`config.mk`:
```
export PLATFORM = sky130hd
export DESIGN_NAME = wrapper_bellek_flat
export DESIGN_NICKNAME = d
export VERILOG_FILES = /design/src/rtl/wrapper_bellek_if.sv /design/src/rtl/wrapper_bellek.sv /design/src/flat_wrapper.sv
export SDC_FILE = /design/constraint.sdc
export NUM_CORES = 1
export LEC_CHECK = 0
export ABC_CLOCK_PERIOD_IN_PS = 4300
export CELL_PAD_IN_SITES_DETAIL_PLACEMENT = 1
export CELL_PAD_IN_SITES_GLOBAL_PLACEMENT = 1
export CORE_MARGIN = 1
export CORE_UTILIZATION = 40
export CTS_BUF_LIST = sky130_fd_sc_hd__clkbuf_2
export DETAILED_ROUTE_END_ITERATION = 8
export PLACE_DENSITY = 0.95
export SYNTH_ARGS = -nofsm -noshare
export SYNTH_HDL_FRONTEND = slang
export SYNTH_SLANG_ARGS = --single-unit
```
`constraint.sdc`:
```
create_clock -name clk_i -period 4.3 [get_ports clk_i]
set_clock_uncertainty 0.05 [all_clocks]
set_input_delay 0.645 -clock clk_i [delete_from_list [all_inputs] [get_ports clk_i]]
set_output_delay 0.645 -clock clk_i [all_outputs]
set_load 0.005 [all_outputs]
```
`src/rtl/wrapper_bellek_if.sv`:
```
// Data-memory port of the memory stage.
//   master : the memory stage (drives the request, receives ready and response)
//   slave  : the data memory (receives the request, drives ready and response)
// Request channel : veri_istek_gecerli_o / veri_istek_hazir_i handshake carrying
//                   word address, write flag, byte mask and lane-steered write data.
// Response channel: veri_yanit_gecerli_i qualifies veri_yanit_veri_i (reads only).
interface wrapper_bellek_if;
  logic        veri_istek_gecerli_o;
  logic        veri_istek_hazir_i;
  logic [31:0] veri_istek_adres_o;
  logic        veri_istek_yaz_o;
  logic [3:0]  veri_istek_maske_o;
  logic [31:0] veri_istek_veri_o;
  logic        veri_yanit_gecerli_i;
  logic [31:0] veri_yanit_veri_i;

  modport master (
    output veri_istek_gecerli_o, veri_istek_adres_o, veri_istek_yaz_o,
           veri_istek_maske_o, veri_istek_veri_o,
    input  veri_istek_hazir_i, veri_yanit_gecerli_i, veri_yanit_veri_i
  );

  modport slave (
    input  veri_istek_gecerli_o, veri_istek_adres_o, veri_istek_yaz_o,
           veri_istek_maske_o, veri_istek_veri_o,
    output veri_istek_hazir_i, veri_yanit_gecerli_i, veri_yanit_veri_i
  );
endinterface

```
`src/rtl/wrapper_bellek.sv`:
```
// Memory stage. Takes the execute stage's memory/writeback bundle, performs
// loads/stores over the data-memory port and registers the result (or the
// pass-through ALU value) toward writeback. Stalls upstream while busy.
// Ports:
//   clk_i, rst_i (async, active-low), durdur_i (global freeze)
//   bellek_adresi_i, bellek_veri_i, load_save_buyrugu_i, bellekten_oku_i,
//   bellege_yaz_i, hedef_yazmac_verisi_i, yazmaca_yaz_i, hedef_yazmaci_i : from execute
//   veri          : data-memory port (wrapper_bellek_if.master)
//   bellek_stall_o: access in progress
//   hizasiz_o     : pulse, misaligned access dropped
//   zaman_asimi_o : pulse, watchdog abort
//   hedef_yazmac_verisi_o, yazmaca_yaz_o, hedef_yazmaci_o : toward writeback
module wrapper_bellek #(
  parameter int unsigned BEKLEME_SINIRI = 255
) (
  input  logic             clk_i,
  input  logic             rst_i,
  input  logic             durdur_i,
  input  logic [31:0]      bellek_adresi_i,
  input  logic [31:0]      bellek_veri_i,
  input  logic [2:0]       load_save_buyrugu_i,
  input  logic             bellekten_oku_i,
  input  logic             bellege_yaz_i,
  input  logic [31:0]      hedef_yazmac_verisi_i,
  input  logic             yazmaca_yaz_i,
  input  logic [4:0]       hedef_yazmaci_i,
  wrapper_bellek_if.master veri,
  output logic             bellek_stall_o,
  output logic             hizasiz_o,
  output logic             zaman_asimi_o,
  output logic [31:0]      hedef_yazmac_verisi_o,
  output logic             yazmaca_yaz_o,
  output logic [4:0]       hedef_yazmaci_o
);
  localparam int unsigned   SW       = $clog2(BEKLEME_SINIRI + 1);
  localparam logic [SW-1:0] SON_SAYI = SW'(BEKLEME_SINIRI - 1);

  typedef enum logic [1:0] {
    BOSTA = 2'd0,
    ISTEK = 2'd1,
    BEKLE = 2'd2,
    TAMAM = 2'd3
  } durum_t;

  durum_t        durum, durum_sonraki;
  logic [SW-1:0] sayac;

  logic [31:0] op_adres, op_veri;
  logic [3:0]  op_maske;
  logic [1:0]  op_ofs;
  logic [2:0]  op_f3;
  logic        op_yaz, op_we;
  logic [4:0]  op_rd;

  logic [31:0] tampon_veri;
  logic        tampon_we;
  logic [4:0]  tampon_rd;

  logic        bellek_islemi, hizasiz;
  logic        yakala, hizasiz_atla, bitti, tamam_yaz, zaman_doldu, gecir;
  logic [31:0] sonuc_veri;
  logic        sonuc_we;

  // Store steering: {byte mask, write data}. funct3[1:0] selects the size;
  // anything not byte/half is treated as a word.
  function automatic logic [35:0] yaz_yonlendir(input logic [2:0] f3, input logic [1:0] ofs,
                                                input logic [31:0] d);
    logic [35:0] r;
    case (f3[1:0])
      2'b00:   r = {4'b0001 << ofs, {4{d[7:0]}}};
      2'b01:   r = {(ofs[1] ? 4'b1100 : 4'b0011), {2{d[15:0]}}};
      default: r = {4'b1111, d};
    endcase
    return r;
  endfunction

  // Load extraction: lane select plus sign/zero extension; undefined codes act as W.
  function automatic logic [31:0] yukle_cikar(input logic [2:0] f3, input logic [1:0] ofs,
                                              input logic [31:0] w);
    logic [7:0]  b;
    logic [15:0] h;
    logic [31:0] r;
    b = w[{ofs, 3'b000} +: 8];
    h = ofs[1] ? w[31:16] : w[15:0];
    case (f3)
      3'b000:  r = {{24{b[7]}}, b};
      3'b001:  r = {{16{h[15]}}, h};
      3'b100:  r = {24'd0, b};
      3'b101:  r = {16'd0, h};
      default: r = w;
    endcase
    return r;
  endfunction

  // Decode of the incoming operation: memory op present and alignment check.
  always_comb begin
    bellek_islemi = bellekten_oku_i | bellege_yaz_i;
    if (load_save_buyrugu_i[1:0] == 2'b01) begin
      hizasiz = bellek_adresi_i[0];
    end else if (load_save_buyrugu_i[1] == 1'b1) begin
      hizasiz = (bellek_adresi_i[1:0] != 2'b00);
    end else begin
      hizasiz = 1'b0;
    end
  end

  // Completed access result; stores never write the register file.
  always_comb begin
    sonuc_veri = yukle_cikar(op_f3, op_ofs, veri.veri_yanit_veri_i);
    sonuc_we   = ~op_yaz & op_we;
  end

  // Next-state logic and one-cycle action strobes.
  always_comb begin
    durum_sonraki = durum;
    yakala        = 1'b0;
    hizasiz_atla  = 1'b0;
    bitti         = 1'b0;
    tamam_yaz     = 1'b0;
    zaman_doldu   = 1'b0;
    gecir         = 1'b0;
    case (durum)
      BOSTA: begin
        if (durdur_i) begin
          durum_sonraki = BOSTA;
        end else if (!bellek_islemi) begin
          gecir = 1'b1;
        end else if (hizasiz) begin
          hizasiz_atla = 1'b1;
        end else begin
          yakala        = 1'b1;
          durum_sonraki = ISTEK;
        end
      end
      ISTEK: begin
        // Acceptance wins over the watchdog so a completed handshake is never dropped.
        if (veri.veri_istek_hazir_i) begin
          if (op_yaz) begin
            bitti         = 1'b1;
            durum_sonraki = durdur_i ? TAMAM : BOSTA;
          end else begin
            durum_sonraki = BEKLE;
          end
        end else if (sayac == SON_SAYI) begin
          zaman_doldu   = 1'b1;
          durum_sonraki = BOSTA;
        end else begin
          durum_sonraki = ISTEK;
        end
      end
      BEKLE: begin
        if (veri.veri_yanit_gecerli_i) begin
          bitti         = 1'b1;
          durum_sonraki = durdur_i ? TAMAM : BOSTA;
        end else if (sayac == SON_SAYI) begin
          zaman_doldu   = 1'b1;
          durum_sonraki = BOSTA;
        end else begin
          durum_sonraki = BEKLE;
        end
      end
      TAMAM: begin
        if (!durdur_i) begin
          tamam_yaz     = 1'b1;
          durum_sonraki = BOSTA;
        end else begin
          durum_sonraki = TAMAM;
        end
      end
      default: durum_sonraki = BOSTA;
    endcase
  end

  // State register.
  always_ff @(posedge clk_i or negedge rst_i) begin
    if (!rst_i) durum <= BOSTA;
    else        durum <= durum_sonraki;
  end

  // Watchdog counter: restarts on issue, counts while the access is outstanding.
  always_ff @(posedge clk_i or negedge rst_i) begin
    if (!rst_i)                                 sayac <= '0;
    else if (yakala)                            sayac <= '0;
    else if (durum == ISTEK || durum == BEKLE)  sayac <= sayac + SW'(1);
    else                                        sayac <= sayac;
  end

  // Latched operation; request fields stay stable until accepted.
  always_ff @(posedge clk_i or negedge rst_i) begin
    if (!rst_i) begin
      op_adres <= 32'd0;
      op_veri  <= 32'd0;
      op_maske <= 4'd0;
      op_ofs   <= 2'd0;
      op_f3    <= 3'd0;
      op_yaz   <= 1'b0;
      op_we    <= 1'b0;
      op_rd    <= 5'd0;
    end else if (yakala) begin
      op_adres <= {bellek_adresi_i[31:2], 2'b00};
      op_ofs   <= bellek_adresi_i[1:0];
      op_f3    <= load_save_buyrugu_i;
      op_yaz   <= bellege_yaz_i;
      op_we    <= yazmaca_yaz_i;
      op_rd    <= hedef_yazmaci_i;
      if (bellege_yaz_i) begin
        {op_maske, op_veri} <= yaz_yonlendir(load_save_buyrugu_i, bellek_adresi_i[1:0],
                                             bellek_veri_i);
      end else begin
        {op_maske, op_veri} <= {4'b1111, 32'd0};
      end
    end
  end

  // Result buffer used when completion coincides with a freeze.
  always_ff @(posedge clk_i or negedge rst_i) begin
    if (!rst_i) begin
      tampon_veri <= 32'd0;
      tampon_we   <= 1'b0;
      tampon_rd   <= 5'd0;
    end else if (bitti && durdur_i) begin
      tampon_veri <= sonuc_veri;
      tampon_we   <= sonuc_we;
      tampon_rd   <= op_rd;
    end
  end

  // Writeback registers: pass-through, completion, buffered completion or bubble.
  always_ff @(posedge clk_i or negedge rst_i) begin
    if (!rst_i) begin
      hedef_yazmac_verisi_o <= 32'd0;
      yazmaca_yaz_o         <= 1'b0;
      hedef_yazmaci_o       <= 5'd0;
    end else if (gecir) begin
      hedef_yazmac_verisi_o <= hedef_yazmac_verisi_i;
      yazmaca_yaz_o         <= yazmaca_yaz_i;
      hedef_yazmaci_o       <= hedef_yazmaci_i;
    end else if (bitti && !durdur_i) begin
      hedef_yazmac_verisi_o <= sonuc_veri;
      yazmaca_yaz_o         <= sonuc_we;
      hedef_yazmaci_o       <= op_rd;
    end else if (tamam_yaz) begin
      hedef_yazmac_verisi_o <= tampon_veri;
      yazmaca_yaz_o         <= tampon_we;
      hedef_yazmaci_o       <= tampon_rd;
    end else if (yakala || hizasiz_atla || (zaman_doldu && !durdur_i)) begin
      yazmaca_yaz_o <= 1'b0;
    end
  end

  // Event pulses.
  always_ff @(posedge clk_i or negedge rst_i) begin
    if (!rst_i) begin
      hizasiz_o     <= 1'b0;
      zaman_asimi_o <= 1'b0;
    end else begin
      hizasiz_o     <= hizasiz_atla;
      zaman_asimi_o <= zaman_doldu;
    end
  end

  assign bellek_stall_o            = (durum != BOSTA);
  assign veri.veri_istek_gecerli_o = (durum == ISTEK);
  assign veri.veri_istek_adres_o   = op_adres;
  assign veri.veri_istek_yaz_o     = op_yaz;
  assign veri.veri_istek_maske_o   = op_maske;
  assign veri.veri_istek_veri_o    = op_veri;
endmodule

```
`src/flat_wrapper.sv`:
```
// flat-port wrapper written by rule: the top's interface ports become plain ports
module wrapper_bellek_flat 
#(
  parameter int unsigned BEKLEME_SINIRI = 255
)
  (clk_i, rst_i, durdur_i, bellek_adresi_i, bellek_veri_i, load_save_buyrugu_i, bellekten_oku_i, bellege_yaz_i, hedef_yazmac_verisi_i, yazmaca_yaz_i, hedef_yazmaci_i, bellek_stall_o, hizasiz_o, zaman_asimi_o, hedef_yazmac_verisi_o, yazmaca_yaz_o, hedef_yazmaci_o, veri_veri_istek_gecerli_o, veri_veri_istek_adres_o, veri_veri_istek_yaz_o, veri_veri_istek_maske_o, veri_veri_istek_veri_o, veri_veri_istek_hazir_i, veri_veri_yanit_gecerli_i, veri_veri_yanit_veri_i);
  wrapper_bellek_if veri_i ();
  input  logic clk_i;
  input  logic rst_i;
  input  logic durdur_i;
  input  logic [31:0] bellek_adresi_i;
  input  logic [31:0] bellek_veri_i;
  input  logic [2:0] load_save_buyrugu_i;
  input  logic bellekten_oku_i;
  input  logic bellege_yaz_i;
  input  logic [31:0] hedef_yazmac_verisi_i;
  input  logic yazmaca_yaz_i;
  input  logic [4:0] hedef_yazmaci_i;
  output logic bellek_stall_o;
  output logic hizasiz_o;
  output logic zaman_asimi_o;
  output logic [31:0] hedef_yazmac_verisi_o;
  output logic yazmaca_yaz_o;
  output logic [4:0] hedef_yazmaci_o;
  output wire logic [$bits(veri_i.veri_istek_gecerli_o)-1:0] veri_veri_istek_gecerli_o;
  output wire logic [$bits(veri_i.veri_istek_adres_o)-1:0] veri_veri_istek_adres_o;
  output wire logic [$bits(veri_i.veri_istek_yaz_o)-1:0] veri_veri_istek_yaz_o;
  output wire logic [$bits(veri_i.veri_istek_maske_o)-1:0] veri_veri_istek_maske_o;
  output wire logic [$bits(veri_i.veri_istek_veri_o)-1:0] veri_veri_istek_veri_o;
  input wire logic [$bits(veri_i.veri_istek_hazir_i)-1:0] veri_veri_istek_hazir_i;
  input wire logic [$bits(veri_i.veri_yanit_gecerli_i)-1:0] veri_veri_yanit_gecerli_i;
  input wire logic [$bits(veri_i.veri_yanit_veri_i)-1:0] veri_veri_yanit_veri_i;
  assign veri_veri_istek_gecerli_o = veri_i.veri_istek_gecerli_o;
  assign veri_veri_istek_adres_o = veri_i.veri_istek_adres_o;
  assign veri_veri_istek_yaz_o = veri_i.veri_istek_yaz_o;
  assign veri_veri_istek_maske_o = veri_i.veri_istek_maske_o;
  assign veri_veri_istek_veri_o = veri_i.veri_istek_veri_o;
  assign veri_i.veri_istek_hazir_i = veri_veri_istek_hazir_i;
  assign veri_i.veri_yanit_gecerli_i = veri_veri_yanit_gecerli_i;
  assign veri_i.veri_yanit_veri_i = veri_veri_yanit_veri_i;
  wrapper_bellek #(.BEKLEME_SINIRI(BEKLEME_SINIRI)) u_core (.clk_i(clk_i), .rst_i(rst_i), .durdur_i(durdur_i), .bellek_adresi_i(bellek_adresi_i), .bellek_veri_i(bellek_veri_i), .load_save_buyrugu_i(load_save_buyrugu_i), .bellekten_oku_i(bellekten_oku_i), .bellege_yaz_i(bellege_yaz_i), .hedef_yazmac_verisi_i(hedef_yazmac_verisi_i), .yazmaca_yaz_i(yazmaca_yaz_i), .hedef_yazmaci_i(hedef_yazmaci_i), .veri(veri_i), .bellek_stall_o(bellek_stall_o), .hizasiz_o(hizasiz_o), .zaman_asimi_o(zaman_asimi_o), .hedef_yazmac_verisi_o(hedef_yazmac_verisi_o), .yazmaca_yaz_o(yazmaca_yaz_o), .hedef_yazmaci_o(hedef_yazmaci_o));
endmodule
```
==> results of run 1 <==
power by group through the flow:
stage | Combinational [W] | Clock, W | Sequential, W
6_report | 0.00326 | 0.000936 | 0.00283
3_5_place_dp | 0.00323 | 0 | 0.00285
5_1_grt | 0.00354 | 0.00101 | 0.00292
3_3_place_gp | 0.00306 | 0 | 0.00279
2_1_floorplan | 0.00160 | 0 | 0.00270
4_1_cts | 0.00326 | 0.000956 | 0.00282
state kept, by name, indices dropped and copies added (netlist names), 2 cells and up:
signal / flops
u_core.veri.veri_istek_veri_o: 32
u_core.tampon_veri: 32
u_core.veri.veri_istek_maske_o: 4
u_core.op_ofs: 2
u_core.op_f3: 3
u_core.op_rd: 5
u_core.durum: 2
u_core.hedef_yazmaci_o: 5
u_core.tampon_rd: 5
u_core.hedef_yazmac_verisi_o: 32
u_core.sayac: 8
u_core.veri.veri_istek_adres_o: 30
worst paths after layout:
kind	startpoint	endpoint	slack, ns
worst max-delay path	u_core.durum[0]	u_core.hedef_yazmaci_o[3]	0.95
worst min-delay path	bellek_adresi_i[25]	u_core.veri.veri_istek_adres_o[25]	0.39
worst max register to register	u_core.durum[0]	u_core.hedef_yazmaci_o[3]	0.95
worst min register to register	u_core.veri.veri_istek_veri_o[8]	u_core.veri.veri_istek_veri_o[8]	0.46
max in group asynchronous	rst_i	u_core.veri.veri_istek_adres_o[20]	2.84
min in group asynchronous	rst_i	u_core.hedef_yazmac_verisi_o[25]	0.48
routing by layer:
metal	wire (um)	share of wire (%)	global-route usage (%)
met1	11580	39	33.21
met2	14330	48	46.91
met3	2858	9.6	8.981
met5	0	0	0
met4	970	3.3	11.70
area by class of cell:
cell class / instances / share of cell area [%]
Clock inverter: 15 / 1.520
Sequential cell: 166 / 36.31
Inverter: 14 / 0.4594
Timing Repair Buffer: 266 / 23.22
Multi-Input combinational cell: 598 / 34.79
Clock buffer: 17 / 0.7437
Tap cell: 270 / 2.953
synth_stat cells (2+ instances only):
library cell  count  area (um^2)
dfrtp_1         166         4154
nand2_1         127        476.7
nor2_1           57        214.0
o21ai_1          54        270.3
clkbuf_1         45        168.9
a31oi_1          40        250.2
mux2_1           40        450.4
mux2i_1          32        320.3
o31ai_1          17        127.6
o221a_2          16        180.2
o32ai_1          16        140.1
a21o_1           15        112.6
buf_2            15        75.07
o21ai_0          15        75.07
a21oi_1          12        60.06
a22oi_1          12        90.09
nand3_1          12        60.06
inv_1            10        37.54
mux2_2           10        112.6
nor2b_1          10        62.56
a2bb2oi_1         9        78.83
a222oi_1          8        80.08
and3b_1           8        70.07
or3_1             8        50.05
a211o_1           7        61.31
a32oi_1           7        61.31
nand4_1           7        43.79
and2_1            6        37.54
ha_1              6        75.07
o22ai_1           6        37.54
buf_1             5        18.77
buf_4             4        30.03
xor2_1            4        35.03
nand2b_1          3        18.77
nor3b_1           3        22.52
xnor2_1           3        26.28
a211oi_1          2        15.01
a32o_1            2        20.02
and3_1            2        12.51
clkinv_1          2        7.510
inv_2             2        7.510
per-stage QoR:
step                hold slack [ns]  area, um^2  utilization, %  worst slack [ns]
finish                       0.3859       11440           55.82            0.9465
CTS                          0.3204       11440           55.82            0.9887
global placement             0.4078       11170           54.51            0.8105
floorplan                    0.2994        8463               -             2.112
detailed placement           0.4246       11170           54.51            0.6443
global route                 0.3320       11440           55.82            0.7568
critical path: cells and delay by family, from the launching register on:
| kind | cells | cell delay, ns |
|---|---|---|
| DFF | 1 | 0.46 |
| adders and majority gates | 1 | 0.30 |
| and+or+nand+nor | 2 | 1.25 |
| buffers and inverters | 1 | 0.11 |
| AOI/OAI and AO/OA | 2 | 1.13 |
kinds of logic (layout without fill, tap and decap cells):
kind of cell,count (synthesis),count (layout),share of synthesized area [%]
AND/OR/NAND/NOR,252,252,13.64
AO/OA/AOI/OAI,249,249,21.08
flip-flops,166,166,49.11
buffers and inverters,83,312,4.082
multiplexers,82,82,10.44
XOR/XNOR,7,7,0.7248
adder cells (fa/ha/maj),6,6,0.8874
other,1,2,0.04433
==> impl_metrics.toml, run 1 <==
[clock_network]
cts_sinks = 166
cts_max_level = 4
cts_setup_buffers = 0
clkLatencyLatePin_ns = 0.74
post_cts_resized = 0
clockRootBuffer = "clkbuf_2"
cts_tree = "built"
numCtsBuffers = 17
ctsLongestPathBuffers = 2
cts.reportedPaths.clkPinSlew_ns = 0.26
cts_hold_repair.buffers = 1

[worst_setup_path]
cpPeakStageDelay_ns = 0.89
start_kind = "flip-flop"
slowest_stage = "or4b_1"
critPathArrivalTime_ns = 4.00
crit_chain = "inv_1 -> ha_1 -> or4b_1 -> a41oi_4 -> nand2_1 -> o21ai_1"
crit_type = "reg -> reg"
crit_fanout = 27
rr_worst_depth = 6
required_ns = 4.94
cp-end-kind = "flip-flop"

[sta]
slew_headroom_pct = 29.77
finalCriticalPeriod_ns = 3.354
tns_ns = 0
worst_pin_slew_ns = 1.053
slew_violations = 0
rsz0062_at_grt = "false"
finalHoldViolCount = 0
period_share_pct = 77.99
max_clock_freq_mhz = 298.2
finalSetupViolCount = 0

[route]
vias_per_cell = 5.949
drc = 0
vias = 8008
drt_iter0_drc = 523
avgRoutedWirePerCell_um = 22.09
final_antenna_net_count = 0
wl_um = 29740
firstDrtPassIters = 6

[synthesis]
syn_inst = 846
ys_ff_latch = 166
synth_edf_count = 0
synth_ff_type = "dfrtp_1"
syn_avg_cell_area_um2 = 9.999
yosys_warnings = 0
synth.distinct_cells = 62
seq_area_frac_synth_pct = 49.11
netlist_area_um2 = 8459
async_reset_ff_share_pct = 100.0

[placement]
gp_congestion = 0.9119
post-place-cells = 1313
hpwl_um = 21530
io_buffers = 252

[finish]
antenna_cells = 0
area_delta_synth_final_pct = 35.23
fillers = 2295
layout_commonest_cell = "clkdlybuf4s50_1"
final_cell_mix = "251 x clkdlybuf4s50_1, 166 x dfrtp_1, 127 x nand2_1, 57 x nor2_1, 53 x o21ai_1"
nNetsFinal = 1213
drive_gt1_share_pct = 7.342
finalNonFillerCells = 1346
multi_input_area_um2 = 3980
ff_latch_area_um2 = 4154

[pwr]
total_power_w = 0.007028
p_switching_w = 0.002717
netSwitchingFraction_pct = 38.65
peakVddDrop_uv = 314.8
seq_power_share_pct = 40.2
share_clk_of_total_power_pct = 13.3
p_leak_nw = 4.854
p_comb_share_pct = 46.4
p_int_w = 0.004311
p_per_area_nw_per_um2 = 614.3

[outcome]
status = "complete, no violations"

[die]
core-area_um2 = 20490
die_w_um = 147.4
initial_utilization_pct = 41.28
rows = 52
dieArea_um2 = 21730
num_io_pins = 255
fp.dieH_um = 147.4

[global_routing]
grt_use_total_pct = 28.03
grt_max_degree = 111
grt_pass1_vias = 8473
grt_overflow = 0
grt_pass1_wl_um = 47020
antenna_found_initial = 0

[min_path]
hold_depth = 2
hp-class = "in -> reg"

[job]
cap_viol_max_count = 0
(Power assumes the default switching activity.)
==> run 2: changes to the inputs <==
- ABC_CLOCK_PERIOD_IN_PS: 4300 -> 3200
- CORE_UTILIZATION: 40 -> 37
- PLACE_DENSITY: 0.95 -> 0.93
- clock period: 4.3 -> 3.2 ns (I/O delays scaled with it)
==> impl_metrics.toml, run 2 (same netlist as run 1, synthesis figures left out) <==
[placement]
placed_area_um2 = 11280
post-place-cells = 1337
hpwl_um = 22280
place_worst_setup_slack_ns = 0.2985
gp_congestion = 0.8838
io_buffers = 252

[sta]
slew_headroom_pct = 36.95
finalHoldViolCount = 0
fin_ws_ns = 0.3623
max_clock_freq_mhz = 352.4
finalSetupViolCount = 0
rsz0062_at_grt = "false"
worst_pin_slew_ns = 0.9423
slew_violations = 0
finalCriticalPeriod_ns = 2.838
tns_ns = 0
period_share_pct = 88.68

[pwr]
p_leak_nw = 4.925
p_comb_share_pct = 46.4
total_power_w = 0.009609
netSwitchingFraction_pct = 38.42
share_clk_of_total_power_pct = 14.5
peakVddDrop_uv = 367.7
p_per_area_nw_per_um2 = 829.4
p_switching_w = 0.003692
p_int_w = 0.005918
seq_power_share_pct = 39.1

[die]
rows = 54
dieArea_um2 = 23470
num_io_pins = 255
initial_utilization_pct = 38.29
fp.dieH_um = 153.2
core-area_um2 = 22090
die_w_um = 153.2

[finish]
final_cell_mix = "251 x clkdlybuf4s50_1, 166 x dfrtp_1, 127 x nand2_1, 57 x nor2_1, 53 x o21ai_1"
stdcell_area_um2 = 11590
fillers = 2413
nNetsFinal = 1227
area_delta_synth_final_pct = 36.96
finalNonFillerCells = 1370
drive_gt1_share_pct = 8.624
multi_input_area_um2 = 3980
antenna_cells = 0
ff_latch_area_um2 = 4154
layout_commonest_cell = "clkdlybuf4s50_1"

[global_routing]
antenna_found_initial = 0
grt_pass1_wl_um = 47380
grt_max_degree = 83
grt_pass1_vias = 8497
grt_use_total_pct = 26.03
grt_overflow = 0

[clock_network]
numCtsBuffers = 17
cts_setup_buffers = 0
cts_sinks = 166
ctsLongestPathBuffers = 2
cts.reportedPaths.clkPinSlew_ns = 0.28
clockRootBuffer = "clkbuf_2"
cts_hold_repair.buffers = 1
clkLatencyLatePin_ns = 0.74
cts_tree = "built"
post_cts_resized = 0
cts_max_level = 4

[outcome]
status = "complete, no violations"

[worst_setup_path]
crit_chain = "inv_1 -> ha_1 -> inv_1 -> clkdlybuf4s50_1"
worst-path-buf-inv = 3
crit_path_end = "bellek_stall_o"
path_depth = 4
critPathTopFamily = "buffers and inverters"
crit_path_start = "u_core.durum[0]"
required_ns = 2.67
start_kind = "flip-flop"
reg2reg_from = "u_core.durum[0]"
cp-end-kind = "primary output"
crit_top_cell = "inv_1"
r2r_slack_ns = 0.42
critPathArrivalTime_ns = 2.31
rr_worst_depth = 6
crit_fanout = 7
reg2reg_to = "u_core.hedef_yazmac_verisi_o[9]"
cpPeakStageDelay_ns = 0.59
crit_type = "reg -> out"
slowest_stage = "clkdlybuf4s50_1"

[route]
wl_um = 30010
firstDrtPassIters = 7
drc = 0
final_antenna_net_count = 0
vias = 7989
vias_per_cell = 5.831
drt_iter0_drc = 479
avgRoutedWirePerCell_um = 21.90

[job]
cap_viol_max_count = 0

[min_path]
hp-class = "in -> reg"
## run 2: cell count changes in the layout (fill, tap and decap cells not counted)
cell,delta
buf_12,-1
clkinv_2,-3
clkinvlp_4,+1
clkinv_1,-1
bufinv_16,+1
buf_4,+15
inv_8,+2
## run 2: area by class of cell
cell class              count  share of cell area, %
clock inverters            15                  1.857
clock buffers              17                 0.7343
well taps                 280                  3.024
repair buffers            280                  23.73
flip-flops and latches    166                  35.85
inverters                  14                 0.4536
multi-input cells         598                  34.35
## run 2: worst min path at each step
stage,cells after the start,slack (ns),end,start
floorplan,0,0.13,u_core.durum[0],rst_i
finish,2,0.23,u_core.veri.veri_istek_adres_o[5],bellek_adresi_i[5]
detailed placement,2,0.42,u_core.veri.veri_istek_veri_o[15],u_core.veri.veri_istek_veri_o[15]
CTS,2,0.16,u_core.veri.veri_istek_adres_o[5],bellek_adresi_i[5]
global route,2,0.17,u_core.veri.veri_istek_adres_o[15],bellek_adresi_i[15]
global placement,2,0.41,u_core.tampon_rd[3],u_core.tampon_rd[3]
## run 2: per-stage QoR
step	util, %	hold WS, ns
after floorplan	-	0.1344
after global placement	51.04	0.4074
after detailed placement	51.04	0.4198
after CTS	52.44	0.1600
after global routing	52.44	0.1746
final	52.44	0.2266
## run 2: worst reg2reg max path, stage by stage, from the launching register on
cell and delay, ns:
dfrtp_1 0.48, inv_1 0.09, ha_1 0.57, inv_2 0.29, o31ai_1 0.86, o32ai_1 0.22, a31oi_1 0.20
## run 2: layer usage
metal,vias to the layer above,part of all wire [%],GRT usage (%)
li1,3554,-,-
met1,3972,39,31.08
met2,400,49,44.01
met3,63,8.8,6.861
met4,0,3.7,11.54
met5,-,0,0
## run 2: power groups by stage
stage	Sequential (W)	Combinational (W)	Clock (W)
floorplan	0.00362	0.00215	0
detailed placement	0.00380	0.00444	0
finish	0.00376	0.00446	0.00139
global route	0.00389	0.00482	0.00150
global placement	0.00373	0.00423	0
CTS	0.00376	0.00447	0.00142
